## src/rtl/sdp_ram_ctrl.sv

```systemverilog
// sdp_ram_ctrl: single-clock simple-dual-port RAM with byte-enabled writes, selectable
// read-during-write behaviour, a hardware clear sequencer and a read-valid pipeline.
//
// Parameters:
//   DATA_W    word width (multiple of 8)
//   ADDR_W    address width
//   DEPTH     number of words, 2 <= DEPTH <= 2**ADDR_W
//   RDW_MODE  same-address collision: 0 = old data, 1 = write-through (new bytes merged)
//   INIT_VAL  value written to every word by the clear sequencer
//
// Ports:
//   i_sys_clk  clock (rising edge)
//   i_rst_n    asynchronous active-low reset; restarts the clear sequence
//   i_clr      one-cycle re-clear request, honoured only while o_busy = 0
//   o_busy     clear sequence in progress
//   i_ena, i_wea, i_addra, i_dina   write port (byte enables per 8-bit lane)
//   i_enb, i_addrb                  read request
//   o_doutb    read data, held between reads
//   o_validb   one-cycle pulse qualifying o_doutb
//   o_oob      one-cycle pulse flagging an out-of-range read and/or dropped write
//
// Build option: define SDP_RAM_OUT_REG_EN to add an output register stage (read latency 2).

module sdp_ram_ctrl #(
    parameter int unsigned       DATA_W   = 16,
    parameter int unsigned       ADDR_W   = 8,
    parameter int unsigned       DEPTH    = 256,
    parameter int unsigned       RDW_MODE = 0,
    parameter logic [DATA_W-1:0] INIT_VAL = '0
) (
    input  logic                i_sys_clk,
    input  logic                i_rst_n,
    input  logic                i_clr,
    output logic                o_busy,
    input  logic                i_ena,
    input  logic [DATA_W/8-1:0] i_wea,
    input  logic [ADDR_W-1:0]   i_addra,
    input  logic [DATA_W-1:0]   i_dina,
    input  logic                i_enb,
    input  logic [ADDR_W-1:0]   i_addrb,
    output logic [DATA_W-1:0]   o_doutb,
    output logic                o_validb,
    output logic                o_oob
);

    localparam int unsigned       NumBytes = DATA_W / 8;
    localparam int unsigned       IdxW     = (DEPTH > 1) ? $clog2(DEPTH) : 1;
    localparam logic [ADDR_W:0]   DepthLim = DEPTH[ADDR_W:0];
    localparam logic [ADDR_W-1:0] LastPtr  = ADDR_W'(DEPTH - 1);

    typedef enum logic [0:0] {
        StClear,
        StReady
    } state_e;

    state_e            state_q, state_d;
    logic [ADDR_W-1:0] ptr_q, ptr_d;

    logic [DATA_W-1:0] mem [DEPTH];

    // Shared memory write port, used by either the clear sequencer or the user.
    logic                mem_we;
    logic [IdxW-1:0]     mem_idx;
    logic [DATA_W-1:0]   mem_wdata;
    logic [NumBytes-1:0] mem_be;

    logic wra_in_range;
    logic rdb_in_range;
    logic user_wr_req;
    logic rd_fire;
    logic wr_oob;
    logic collide;

    logic [DATA_W-1:0] rd_word;
    logic [DATA_W-1:0] rd_data;

    // First output stage (read latency 1).
    logic              valid1_q, valid1_d;
    logic              oob1_q, oob1_d;
    logic [DATA_W-1:0] dout1_q, dout1_d;

    assign wra_in_range = ({1'b0, i_addra} < DepthLim);
    assign rdb_in_range = ({1'b0, i_addrb} < DepthLim);
    assign user_wr_req  = i_ena && (|i_wea);

    // Control FSM and write-port arbitration.
    always_comb begin
        state_d   = state_q;
        ptr_d     = ptr_q;
        mem_we    = 1'b0;
        mem_idx   = '0;
        mem_wdata = '0;
        mem_be    = '0;
        rd_fire   = 1'b0;
        wr_oob    = 1'b0;

        case (state_q)
            StClear: begin
                mem_we    = 1'b1;
                mem_idx   = ptr_q[IdxW-1:0];
                mem_wdata = INIT_VAL;
                mem_be    = '1;
                if (ptr_q == LastPtr) begin
                    state_d = StReady;
                    ptr_d   = '0;
                end else begin
                    ptr_d = ptr_q + ADDR_W'(1);
                end
            end
            StReady: begin
                rd_fire = i_enb;
                if (user_wr_req) begin
                    if (wra_in_range) begin
                        mem_we    = 1'b1;
                        mem_idx   = i_addra[IdxW-1:0];
                        mem_wdata = i_dina;
                        mem_be    = i_wea;
                    end else begin
                        wr_oob = 1'b1;
                    end
                end
                // Accesses presented alongside i_clr are still serviced above.
                if (i_clr) begin
                    state_d = StClear;
                    ptr_d   = '0;
                end
            end
            default: begin
                state_d = StClear;
                ptr_d   = '0;
            end
        endcase
    end

    // Read path: the array is read before this edge's write lands, so the raw word is
    // always the pre-write value; write-through mode patches in the written bytes.
    assign collide = rd_fire && mem_we && (i_addrb == i_addra);

    always_comb begin
        rd_word = mem[i_addrb[IdxW-1:0]];
        rd_data = rd_word;
        if ((RDW_MODE == 1) && collide) begin
            for (int k = 0; k < NumBytes; k++) begin
                if (i_wea[k]) begin
                    rd_data[8*k +: 8] = i_dina[8*k +: 8];
                end
            end
        end
        if (!rdb_in_range) begin
            rd_data = '0;
        end
    end

    always_comb begin
        valid1_d = rd_fire;
        // A simultaneous out-of-range read and dropped write share one pulse.
        oob1_d   = (rd_fire && !rdb_in_range) || wr_oob;
        dout1_d  = rd_fire ? rd_data : dout1_q;
    end

    always_ff @(posedge i_sys_clk or negedge i_rst_n) begin
        if (!i_rst_n) begin
            state_q  <= StClear;
            ptr_q    <= '0;
            valid1_q <= 1'b0;
            oob1_q   <= 1'b0;
            dout1_q  <= '0;
        end else begin
            state_q  <= state_d;
            ptr_q    <= ptr_d;
            valid1_q <= valid1_d;
            oob1_q   <= oob1_d;
            dout1_q  <= dout1_d;
        end
    end

    // Storage is deliberately not reset; only the clear sequencer initialises it.
    always_ff @(posedge i_sys_clk) begin
        if (mem_we) begin
            for (int k = 0; k < NumBytes; k++) begin
                if (mem_be[k]) begin
                    mem[mem_idx][8*k +: 8] <= mem_wdata[8*k +: 8];
                end
            end
        end
    end

    assign o_busy = (state_q == StClear);

`ifdef SDP_RAM_OUT_REG_EN
    logic              valid2_q, valid2_d;
    logic              oob2_q, oob2_d;
    logic [DATA_W-1:0] dout2_q, dout2_d;

    always_comb begin
        valid2_d = valid1_q;
        oob2_d   = oob1_q;
        dout2_d  = dout1_q;
    end

    always_ff @(posedge i_sys_clk or negedge i_rst_n) begin
        if (!i_rst_n) begin
            valid2_q <= 1'b0;
            oob2_q   <= 1'b0;
            dout2_q  <= '0;
        end else begin
            valid2_q <= valid2_d;
            oob2_q   <= oob2_d;
            dout2_q  <= dout2_d;
        end
    end

    assign o_validb = valid2_q;
    assign o_oob    = oob2_q;
    assign o_doutb  = dout2_q;
`else
    assign o_validb = valid1_q;
    assign o_oob    = oob1_q;
    assign o_doutb  = dout1_q;
`endif

endmodule

```

## config.mk

```make
export PLATFORM = sky130hd
export DESIGN_NAME = sdp_ram_ctrl
export DESIGN_NICKNAME = d
export VERILOG_FILES = /design/src/rtl/sdp_ram_ctrl.sv
export SDC_FILE = /design/constraint.sdc
export NUM_CORES = 2
export LEC_CHECK = 0
export ABC_AREA = 0
export ABC_CLOCK_PERIOD_IN_PS = 7400
export BUFFER_PORTS_ARGS = -buffer_cell sky130_fd_sc_hd__buf_2
export CELL_PAD_IN_SITES_DETAIL_PLACEMENT = 2
export CELL_PAD_IN_SITES_GLOBAL_PLACEMENT = 2
export CORE_MARGIN = 5
export CORE_UTILIZATION = 45
export DETAILED_ROUTE_END_ITERATION = 10
export PLACE_DENSITY = 0.71
export RECOVER_POWER = 25
export SLEW_MARGIN = 30
export SYNTH_ARGS = -nofsm -noshare
export SYNTH_HDL_FRONTEND = slang
export SYNTH_SLANG_ARGS = --single-unit
```

## constraint.sdc

```tcl
create_clock -name i_sys_clk -period 7.4 [get_ports i_sys_clk]
set_input_delay 0.74 -clock i_sys_clk [delete_from_list [all_inputs] [get_ports i_sys_clk]]
set_output_delay 0.74 -clock i_sys_clk [all_outputs]
set_load 0.1 [all_outputs]
```

; ---- Word-level counts from Yosys, hierarchy flattened
; Memory sizes are Yosys's and may differ from the RTL's. A register that Yosys moved wholly into a read port is not among the register bits.
; Cells that the tools add are included.
[word_totals]
regBits = 10
ram_bits = 4096
inputBits = 39
output_inout_bits = 19
wordCells = 32
mem_count = 1
[mem_list]
columns = memory, words, word_bits, rd, rd_clocked_by_memory_dff, wr, line_no
row1 = mem, 256, 16, 1, 1, 1, 59  ; logic [DATA_W-1:0] mem [DEPTH];
[classes]
addsub = 1
n_eq_ne = 2
mux = 21
bitwise_logic = 1
reduce_logical = 3
[op_table]
columns = cell, count
row1 = $pmux 16 s2, 1
row2 = $pmux 8 s2, 2
row3 = $mux 8, 3
row4 = $mux 16, 1
row5 = $mux 1, 10
row6 = $add 8x1->8 const B, 1
row7 = $eq 8x8->1 const B, 1
row8 = $pmux 1 s2, 2
row9 = $pmux 2 s2, 1
row10 = $mux 2, 1
row11 = $ne 2x2->1 const B, 1
row12 = $reduce_or 2->1, 1
row13 = $logic_and 1x1->1, 1
row14 = $logic_not 1->1, 1
row15 = $not 1->1, 1

; ---- Longest topological paths before layout
[depth]
ltp_word = 7
depth_mapped = 13
depth_no_buf = 8

; ---- Least setup slack after synthesis
; OpenSTA, ideal clock, no wires.
[synth_path]
kind = input to register
from = input i_wea[1]
to = memory mem[0][10], data pin
setup_ns = 0.870
t_arrival_ns = 4.730
t_required_ns = 6.530
setup_slack_ns = 1.800
stages = 5
path_buffers = 3
path_cell_list = o211a_2 -> buf_4 -> buf_2 -> clkbuf_1 -> and2_1
[synth_via]
elab_chain_cells = 4
[synth_rtl]
columns = element, line_no
row1 = start: declaration, 36  ; input logic [DATA_W/8-1:0] i_wea,
row2 = $reduce_or 2->1, 84  ; assign user_wr_req = i_ena && (|i_wea);
row3 = $logic_and 1x1->1, 84
row4 = $mux 16, 112  ; if (user_wr_req) begin
row5 = $pmux 16 s2, 97  ; case (state_q)
row6 = net mem_wdata[10], 64  ; logic [DATA_W-1:0] mem_wdata;
row7 = end: declaration, 59
; The timed path passes the listed nets, and every way through them passes these cells.

; ---- Worst setup path after layout
[layout_path]
from = register state_q
to = memory mem[19][0], data pin
[layout_via]
elab_chain_cells = 2
[layout_rtl]
columns = element, line_no
row1 = start: declaration, 56  ; state_e state_q, state_d;
row2 = start signal: assignment, 163  ; state_q <= StClear;
row3 = start signal: assignment, 169  ; state_q <= state_d;
row4 = $not 1->1, 97
row5 = $pmux 16 s2 (*), 97
row6 = net mem_wdata[0], 64
; Mark *: on every way through the listed nets, which the timed path passes. The rest lies on a longest branch.

==> flow_summary_export.csv <==
group,metric,value,unit
synthesis,synth_edf_count,4096,
drt,drt-initial-drc-count,14300,
synthesis,synth_cells,8046,
drt,num_vias,91100,
worst_setup_path,cp_num_cells,4,
cts,cts_tree,"built",
worst_setup_path,cp_data_required_time,7.79,ns
pwr,ir_worst_vdd,0.325,mV
worst_setup_path,reg2reg_depth,4,
layout,nNetsFinal,8255,
hold_path,hp-class,"in2reg",
synthesis,syn_nets,8086,
floorplan,io_pins,58,
floorplan,fp.dieW,609,um
drt,wirelength,618000,um
timing,tns,0,ns
pwr,internal_power,38900,uW
drt,first_pass_iters,6,
timing,hold_viol,0,
worst_setup_path,arrival,7.03,ns
pwr,p_sw,13500,uW
placement,gp_routability_congestion,0.828,
global_route,grt_max_degree,215,
placement,dp_cells,12500,
timing,rsz0062_at_grt,"no",
placement,detailed_place_hpwl,342000,um
timing,relSlewSlack,-142,%
worst_setup_path,path_buf_inv,2,
cts,clk_pin_slew,0.07,ns
pwr,power_density,291,nW/um2
cts,h-tree-depth,5,
pwr,seqPwrFrac,49.5,%
timing,worst_pin_slew,3.63,ns
pwr,combPwrFrac,7.7,%
run,max_cap_viol_count,23,
worst_setup_path,cp-startpoint,"state_q",
timing,period_needed,6.65,ns
drt,via_per_inst,6.81,
timing,fin_skew,0.0463,ns
synthesis,netlist-cell-type-count,78,
synthesis,yosysSeqAreaShare,76.6,%
cts,cts-root-buf,"clkbuf_16",
cts,clock_path_buffers,4,
synthesis,ys_async_sr_fraction,0.631,%
pwr,clockPowerShare,42.8,%
worst_setup_path,crit_fanout,168,
cts,cts_made_buffers,426,
run_status,violations,"capacitance limit, slew limit",
global_route,grt_pass1_vias,95800,
synthesis,synth_area_per_cell,20.1,um2
worst_setup_path,regToRegStartpoint,"state_q",
worst_setup_path,r2r_slack,0.75,ns
floorplan,design.core.area,358000,um2
worst_setup_path,crit_chain,"o211a_1 -> buf_4 -> and2_0 -> clkbuf_4",
worst_setup_path,critPathKind,"reg2reg",
layout,drive_gt1_share,20.1,%
synthesis,syn_area,161000,um2
worst_setup_path,critPathSlowestCell,"clkbuf_4",
synthesis,ys.flop_type,"edfxtp_1",
global_route,antenna_found_initial,50,
timing,finalMaxSlewViolations,1297,
worst_setup_path,critPathTopFamily,"buffers and inverters",
pwr,leakage,0.0610,uW
pwr,total_power,52400,uW
floorplan,start_util,45.1,%
layout,stdcell_count,13400,
placement,portBuffers,56,
synthesis,ys_ff_latch,4122,
pwr,power_switching_share,25.8,%
cts,insertion_delay,1.00,ns
hold_path,hp-start,"i_clr",
timing,fmax,150,MHz
global_route,grt_pass1_wl,844000,um
floorplan,rows,220,
worst_setup_path,startpoint_type,"flop",
global_route,globalRouteTotalUtil,32.5,%
cts,cts_setup_buffers,0,
global_route,grt_overflow,0,
worst_setup_path,cp-end-kind,"flop",
hold_path,holdPathStages,2,
worst_setup_path,crit_path_max_incr_delay,2.10,ns
drt,route.detailed.drc,0,
layout,layout-area-overhead-vs-synth,11.7,%
layout,fill_cells,31000,
cts,cts_sinks,4122,
drt,wl_per_cell,46.2,um
drt,ant_nets,0,
run_status,status,"complete, but fails checks",
floorplan,fp.dieH,609,um
timing,setup_viol,0,
timing,timing.final.crit_share,89.8,%
layout,final_core_util,50.3,%
synthesis,ys_warn_count,0,
floorplan,die-area,371000,um2
==> worst paths after layout <==
kind                                to
setup reg to reg            mem[19][0]
hold / removal                ptr_q[2]
max in group asynchronous  o_doutb[13]
min in group asynchronous   o_doutb[4]
setup / recovery            mem[19][0]
hold reg to reg             o_doutb[4]
==> synth_stat cells, types with 28 or more instances <==
cell type | n | area [um2]
nand3_1 | 52 | 260
o221ai_1 | 119 | 1040
a22oi_1 | 93 | 698
buf_1 | 29 | 109
nand2b_1 | 39 | 244
edfxtp_1 | 4096 | 123000
nand2_1 | 237 | 890
mux4_2 | 716 | 16100
mux2_2 | 45 | 507
nor3_1 | 54 | 270
o21ai_0 | 117 | 586
mux2i_1 | 568 | 5690
mux4_1 | 28 | 736
clkbuf_1 | 175 | 657
buf_6 | 59 | 664
nand4_1 | 32 | 200
o22ai_1 | 171 | 1070
a211oi_1 | 44 | 330
a2111oi_0 | 35 | 307
nor2_1 | 587 | 2200
a21oi_1 | 148 | 741
buf_2 | 153 | 766
a221oi_1 | 30 | 263
buf_4 | 74 | 556
==> cells in the final DEF, fill, tap and decap left out, types with 113 or more instances in the layout <==
| master | n |
|---|---|
| nor2_1 | 537 |
| clkbuf_16 | 432 |
| mux4_2 | 716 |
| a21oi_1 | 148 |
| nand2_1 | 237 |
| mux2i_1 | 568 |
| clkbuf_1 | 113 |
| o21ai_0 | 117 |
| edfxtp_1 | 4096 |
| buf_4 | 172 |
| o221ai_1 | 119 |
| o22ai_1 | 171 |
==> metal layers <==
layer | track usage (%) | routed length [um] | vias up
li1 | - | - | 33500
met1 | 41.5 | 221000 | 49200
met2 | 53.1 | 300000 | 6737
met3 | 6.22 | 56900 | 1612
met4 | 16.8 | 39100 | 28
met5 | 0 | 181 | -
==> layout make-up <==
type                       count  area [um2]  area share (%)
antenna                       38        95.1          0.0527
clock buffer                 528       11200            6.22
clock inverter               249        2360            1.31
inverter                      15        63.8          0.0354
multi-input combinational   3364       34400            19.1
sequential                  4122      124000            68.6
tap                         4773        5970            3.31
timing repair buffer         286        2530            1.41
==> stage by stage <==
stage | setup WS [ns] | hold slack, ns | instance area [um2]
6_report | 0.754 | 0.116 | 180000
2_1_floorplan | 1.80 | 0.444 | 161000
5_1_grt | 0.836 | 0.102 | 180000
4_1_cts | 1.32 | 0.0580 | 180000
3_3_place_gp | 1.67 | 0.606 | 166000
3_5_place_dp | 1.68 | 0.640 | 166000
==> logic make-up after synthesis <==
logic type | after synthesis | synth area share [%]
flops | 4122 | 76.6
compound gates | 890 | 3.79
buf+inv | 560 | 2.29
mux | 1361 | 14.3
xor+xnor | 4 | 0.0217
other cells | 1 | 0.00232
fa+ha+maj | 1 | 0.00775
simple gates | 1107 | 2.96
==> sequential cells by signal, indices dropped and copies added, names as in the netlist <==
name and cells:
mem 4096, o_doutb 16, ptr_q 8, o_validb 1
state_q 1
==> power groups by stage <==
stage               registers (uW)  clock network [uW]  logic (uW)
finish                       26000               22400        4010
global route                 25900               23600        4000
CTS                          25900               22400        3870
detailed placement           26400                   0        3740
global placement             26400                   0        3530
floorplan                    26400                   0        1930
==> repair_timing <==
| item | 4_1_cts | 5_1_grt |
|---|---|---|
| setup endpoints to repair | 0 | 0 |
| gates resized for setup | 0 | 0 |
| endpoints found under the hold margin | 26 | 0 |
| hold buffers | 1 | 0 |
Power figures use the tool's default switching activity.
